### config.mk
export PLATFORM = sky130hd
export DESIGN_NAME = img_fetch_ctrl
export DESIGN_NICKNAME = d
export VERILOG_FILES = /design/src/rtl/img_pkg.sv /design/src/rtl/img_fifo.sv /design/src/rtl/img_fetch_ctrl.sv
export SDC_FILE = /design/constraint.sdc
export NUM_CORES = 1
export LEC_CHECK = 0
export BUFFER_PORTS_ARGS = -buffer_cell sky130_fd_sc_hd__buf_2
export CORE_MARGIN = 5
export CORE_UTILIZATION = 60
export CTS_CLUSTER_DIAMETER = 100
export DETAILED_ROUTE_END_ITERATION = 8
export PLACE_DENSITY = 0.85
export RECOVER_POWER = 50
export SETUP_SLACK_MARGIN = 0.3
export SYNTH_ARGS = -nofsm -noshare
export SYNTH_HDL_FRONTEND = slang
export SYNTH_SLANG_ARGS = --single-unit
### constraint.sdc
create_clock -name sys_clk -period 6.5 [get_ports sys_clk]
set_input_delay 0.65 -clock sys_clk [delete_from_list [all_inputs] [get_ports sys_clk]]
set_output_delay 0.65 -clock sys_clk [all_outputs]
set_load 0.005 [all_outputs]
### src/rtl/img_pkg.sv
// Shared types and constants for the image fetch controller and its FIFO.
package img_pkg;
   typedef enum logic [1:0] {
      IDLE  = 2'd0,
      FETCH = 2'd1,
      DONE  = 2'd2
   } fetch_state_t;

   localparam int PROM_AW       = 16;
   localparam int IMG_BYTES_DEF = 16384;
endpackage

### src/rtl/img_fifo.sv
// Synchronous first-word-fall-through byte FIFO with occupancy count and flush.
module img_fifo #(
   parameter  int DEPTH = 16,
   localparam int AW    = $clog2(DEPTH),
   localparam int CW    = AW + 1
) (
   input  logic          clk,
   input  logic          rst,
   input  logic          flush,
   input  logic          push,
   input  logic [7:0]    push_data,
   input  logic          pop,
   output logic [7:0]    data,
   output logic          valid,
   output logic [CW-1:0] count
);
   logic [7:0]    mem [DEPTH];
   logic [AW-1:0] wr_ptr;
   logic [AW-1:0] rd_ptr;
   logic          do_pop;

   assign valid  = (count != '0);
   assign do_pop = pop && valid;
   // Head is forced to zero when empty so a stale entry never shows on the port.
   assign data   = valid ? mem[rd_ptr] : 8'h00;

   always_ff @(posedge clk or posedge rst) begin
      if (rst) begin
         wr_ptr <= '0;
         rd_ptr <= '0;
         count  <= '0;
      end else if (flush) begin
         wr_ptr <= '0;
         rd_ptr <= '0;
         count  <= '0;
      end else begin
         if (push)   wr_ptr <= wr_ptr + AW'(1);
         if (do_pop) rd_ptr <= rd_ptr + AW'(1);
         if (push && !do_pop)      count <= count + CW'(1);
         else if (!push && do_pop) count <= count - CW'(1);
      end
   end

   always_ff @(posedge clk) begin
      if (push && !flush) mem[wr_ptr] <= push_data;
   end

   no_overflow: assert property (@(posedge clk) disable iff (rst)
      !(push && !flush && count == CW'(DEPTH)));
endmodule

### src/rtl/img_fetch_ctrl.sv
// Prefetches one frame of bytes from a fixed-latency PROM into a FWFT FIFO,
// restarting from address 0 on every rising edge of the frame sync.
module img_fetch_ctrl
   import img_pkg::*;
#(
   parameter int IMG_BYTES  = IMG_BYTES_DEF,
   parameter int FIFO_DEPTH = 16,
   parameter int PROM_LAT   = 1
) (
   input  logic               sys_clk,
   input  logic               rst,
   input  logic               i_vs,
   input  logic               i_next,
   output logic               o_valid,
   output logic [7:0]         o_data,
   output logic               prom_ce,
   output logic [PROM_AW-1:0] prom_addr,
   input  logic [7:0]         prom_dout,
   output logic               o_underflow,
   output logic               o_busy
);
   localparam int CW = $clog2(FIFO_DEPTH) + 1;
   localparam int SW = CW + 3;
   localparam logic [PROM_AW-1:0] LAST_ADDR = PROM_AW'(IMG_BYTES - 1);

   fetch_state_t        state;
   logic                vs_q;
   logic                frame_start;
   logic [PROM_LAT-1:0] ret_sr;
   logic [2:0]          inflight;
   logic [CW-1:0]       fifo_count;
   logic [SW-1:0]       occupancy;
   logic                push;
   logic                pop;

   assign frame_start = i_vs & ~vs_q;
   assign inflight    = 3'($countones(ret_sr));
   assign occupancy   = SW'(fifo_count) + SW'(inflight);
   // Credit: every issued read already owns a FIFO slot, so a return can never find it full.
   assign prom_ce     = (state == FETCH) && !frame_start && (occupancy < SW'(FIFO_DEPTH));
   assign push        = ret_sr[PROM_LAT-1] && !frame_start;
   assign pop         = i_next && o_valid && !frame_start;
   assign o_busy      = (state != IDLE);

   always_ff @(posedge sys_clk or posedge rst) begin
      if (rst) begin
         state       <= IDLE;
         vs_q        <= 1'b0;
         prom_addr   <= '0;
         ret_sr      <= '0;
         o_underflow <= 1'b0;
      end else begin
         vs_q <= i_vs;
         if (frame_start) begin
            // Clearing ret_sr drops every return still owed to the previous frame.
            state       <= FETCH;
            prom_addr   <= '0;
            ret_sr      <= '0;
            o_underflow <= 1'b0;
         end else begin
            ret_sr <= (ret_sr << 1) | PROM_LAT'(prom_ce);
            if (i_next && !o_valid) o_underflow <= 1'b1;
            if (prom_ce) begin
               if (prom_addr == LAST_ADDR) state <= DONE;
               else                        prom_addr <= prom_addr + PROM_AW'(1);
            end
         end
      end
   end

   img_fifo #(.DEPTH(FIFO_DEPTH)) u_fifo (
      .clk       (sys_clk),
      .rst       (rst),
      .flush     (frame_start),
      .push      (push),
      .push_data (prom_dout),
      .pop       (pop),
      .data      (o_data),
      .valid     (o_valid),
      .count     (fifo_count)
   );
endmodule

==> summary by stage <==
Layout
Across the whole layout, storage elements account for approximately 4700 um^2. The post-route standard cell area excluding fillers is 7690 um^2. In the final layout, the multi-input gates occupy approximately 2100 um^2.

The share of the core filled with cells is 67.9%. The area growth from synthesis to layout is 11.7%. The layout cell share with drive strength beyond 1 is about a fifth. The final cell count without fillers is about 610. The net total in the final layout is about 480. 0 antenna diodes ended up in the layout. The number of filler cells placed in the layout is between 700 and 800.

Clock network
TritonCTS built the clock tree. Once the clock tree was built, the resizer swapped 0 gates to a different size. The tree is rooted in a sky130_fd_sc_hd__clkbuf_16. The longest clock path from root to sink contains 2 buffers. In this run the post-CTS setup repair buffer count came out at 0.

The number of buffers inserted by hold repair at cts is 0. Clock-pin slew was measured on the worst setup and hold paths at 60 ps. The total number of H-tree levels is 4. The number of clock buffers added by TritonCTS is 17. The TritonCTS sink count is between 150 and 200. The clock insertion delay at the later pin of the skew report is 420 ps.

Timing
The slew at the pin closest to its max-slew limit is 1810 ps. For the final routed database, the setup TNS stands at 0 ps. The worst setup skew after layout is 9.16 ps. The total count of max-transition violations in the final report is 35. The clock period minus final worst setup slack is about 3200 ps. The normalized max-slew margin is -20.9%. The final hold violation count came to 0. Setup repair after global routing left no endpoint under its margin. The maximum achievable frequency is about 310 MHz. Setup violations remaining at the end of the flow were counted as 0.

The final critical-path share of the clock period is about half.

Worst setup path
The data arrival time of the critical path is roughly 2600 ps. Walking the worst path, the cells encountered are buf_4, mux4_2, mux2i_1, o22ai_1, buf_2. The classification of the worst setup path is reg -> out. For this run, the slowest stage of the critical path takes 850 ps.

The critical-path maximum fanout is 18. The element type at the critical path end is an output port. The required time of the worst setup path is between 5000 and 6000 ps.

The startpoint type of the worst setup path is a flip-flop. In this run the critical register-to-register path is launched from u_fifo.count[4]. On the critical path, the stage with the largest delay is an instance of sky130_fd_sc_hd__dfrtp_1. The critical path launch point is u_fifo.rd_ptr[1].

Synthesis
The total number of yosys warnings is 0. The synthesized area divided by synthesized cell count is 16.7 um^2. The number of nets produced by synthesis is ~440.

The number of enable-type register cells in the synthesized netlist is approximately 130. Sorting the synthesized cells by how often they occur yields sky130_fd_sc_hd__edfxtp_1 (128), sky130_fd_sc_hd__dfrtp_1 (34), sky130_fd_sc_hd__mux4_2 (32). In the synthesized netlist the async set-or-reset flop fraction comes to a little over a fifth. The post-synthesis cell type count is 47. After synthesis the cells add up to 6890 um^2. After synthesis, the cell types taking the most area are sky130_fd_sc_hd__edfxtp_1 (56%), sky130_fd_sc_hd__dfrtp_1 (12%), sky130_fd_sc_hd__mux4_2 (10%). By instance count, the leading cell after synthesis is sky130_fd_sc_hd__edfxtp_1. In this run the biggest area consumer among cell types represents a little under three fifths of the synthesized area. The synthesized flop and latch total is ~160.

For this run, the register share of the synthesized area comes to between 60% and 70%. The cell accounting for the most synthesized area is sky130_fd_sc_hd__edfxtp_1. The cell count after synthesis came out at 413. The most used flip-flop cell after synthesis is sky130_fd_sc_hd__edfxtp_1.

Placed design
At the end of routability-driven placement, the weighted congestion stood at approximately 0.85. Once placement finished, the instance area stood at ~7000 um^2. The half-perimeter wire length after detailed placement is approximately 8600 um. Once placement completed, the tool counted placed cells totaling a little under 600.

The port buffer count is 39.

Outcome
The final reports fail on max-capacitance violations, max-slew violations. The run finished, with violations left.

GRT
The first-pass GRT wire length is roughly 21000 um. The number of antenna violations at the first check in global routing is 0. Entering global routing, the biggest net connects 35 pins. The number of global-route vias before repair is 3819.

The all-layer global routing usage is between 20 and 25%. For this run the aggregate overflow at the end of global routing stands at 0.

Die
The initial standard-cell utilization of the core is roughly three fifths. From bottom edge to top edge, the die measures 117 um. The floorplan has 39 rows. From left edge to right edge, the die measures roughly 120 um. The core area is approximately 11000 um^2. The die covers 13700 um^2.

The total I/O pin count is 40.

Routing
The length of the first detailed-routing pass in iterations is 4. In the routed design, unresolved DRC markers number 0. The final routed wire length divided by cell count is ~22 um. The wire length after detailed routing is 13400 um.

In this run the remaining antenna-violating nets after routing total 0. The number of vias per cell is 6.19. The total via count after detailed routing is about 3.8k. After the first detailed-routing iteration, the DRC count stood at between 300 and 400.

Min path
The start point of the worst min-delay path is i_vs. The min-delay analysis places its worst path in the category in -> reg.

Pwr
In this run the power density over the cells is a little under 400 nW/um^2. The analysis attributes to cell leakage a power of around 2.7 nW. The total chip power is about 3.0 mW. The worst IR drop on VDD is between 0.2 and 0.3 mV.

Flow run
Max-cap violations in this run came to 1.
[report_power, final]
group,internal (mW),leakage (nW),switching (mW)
logic,0.398,0.866,0.423
clock network,0.517,0.244,0.354
registers,1.22,1.60,0.108
[area by class of cell]
cell class | count | share of cell area (%)
Sequential cell | 162 | 61.1
Multi-Input combinational cell | 225 | 27.1
Clock buffer | 23 | 5.82
Timing Repair Buffer | 43 | 2.60
Tap cell | 143 | 2.33
Clock inverter | 9 | 0.846
Inverter | 6 | 0.293
[through the flow]
step | hold slack [ps] | setup slack [ps]
floorplan | 478 | 4040
global placement | 480 | 3730
detailed placement | 481 | 3630
CTS | 310 | 3270
global route | 374 | 3160
finish | 377 | 3280
[registers in the layout, indices dropped and copies added (netlist names)]
signal         flops
o_underflow        1
prom_addr         16
ret_sr             1
state              2
u_fifo.count       5
u_fifo.mem       128
u_fifo.rd_ptr      4
u_fifo.wr_ptr      4
vs_q               1
[routing by layer]
layer	track usage (%)	wire [um]
met5	0	0
met4	8.87	325
met3	5.30	971
met2	34.7	6710
met1	28.2	5440
[kinds of logic (layout without fill, tap and decap cells)]
family / Yosys count / in the layout / synth area share, %
compound gates: 35 / 35 / 3.71
xor+xnor: 15 / 15 / 2.02
fa+ha+maj: 11 / 11 / 2.11
buf+inv: 26 / 81 / 1.60
flops: 162 / 162 / 68.2
mux: 55 / 55 / 13.8
simple gates: 109 / 109 / 8.58
[path summary, 6_finish.rpt]
check	endpoint	slack, ps	cells after the start
max	o_data[5]	3280	5
min	vs_q	380	1
max reg2reg	u_fifo.count[4]	3640	9
min reg2reg	o_underflow	490	2
max in group asynchronous	u_fifo.rd_ptr[0]	4450	3
min in group asynchronous	prom_addr[15]	860	3
[layout by cell type (no fill, tap or decap), drive strengths merged, types with 9 or more instances in the layout]
cell / n
mux2i: 23
buf: 27
a21oi: 9
and2: 18
mux4: 32
clkbuf: 39
nor2: 22
nand2: 21
xnor2: 9
edfxtp: 128
ha: 10
dfrtp: 34
nand3: 14
[worst max-delay path: cells and delay by family, from the launching register on]
family / cells / cell delay [ps]
flip-flops: 1 / 850
AO/OA/AOI/OAI: 1 / 120
buffers and inverters: 2 / 560
multiplexers: 2 / 610
Note: power is estimated with default switching activity, not from simulation.
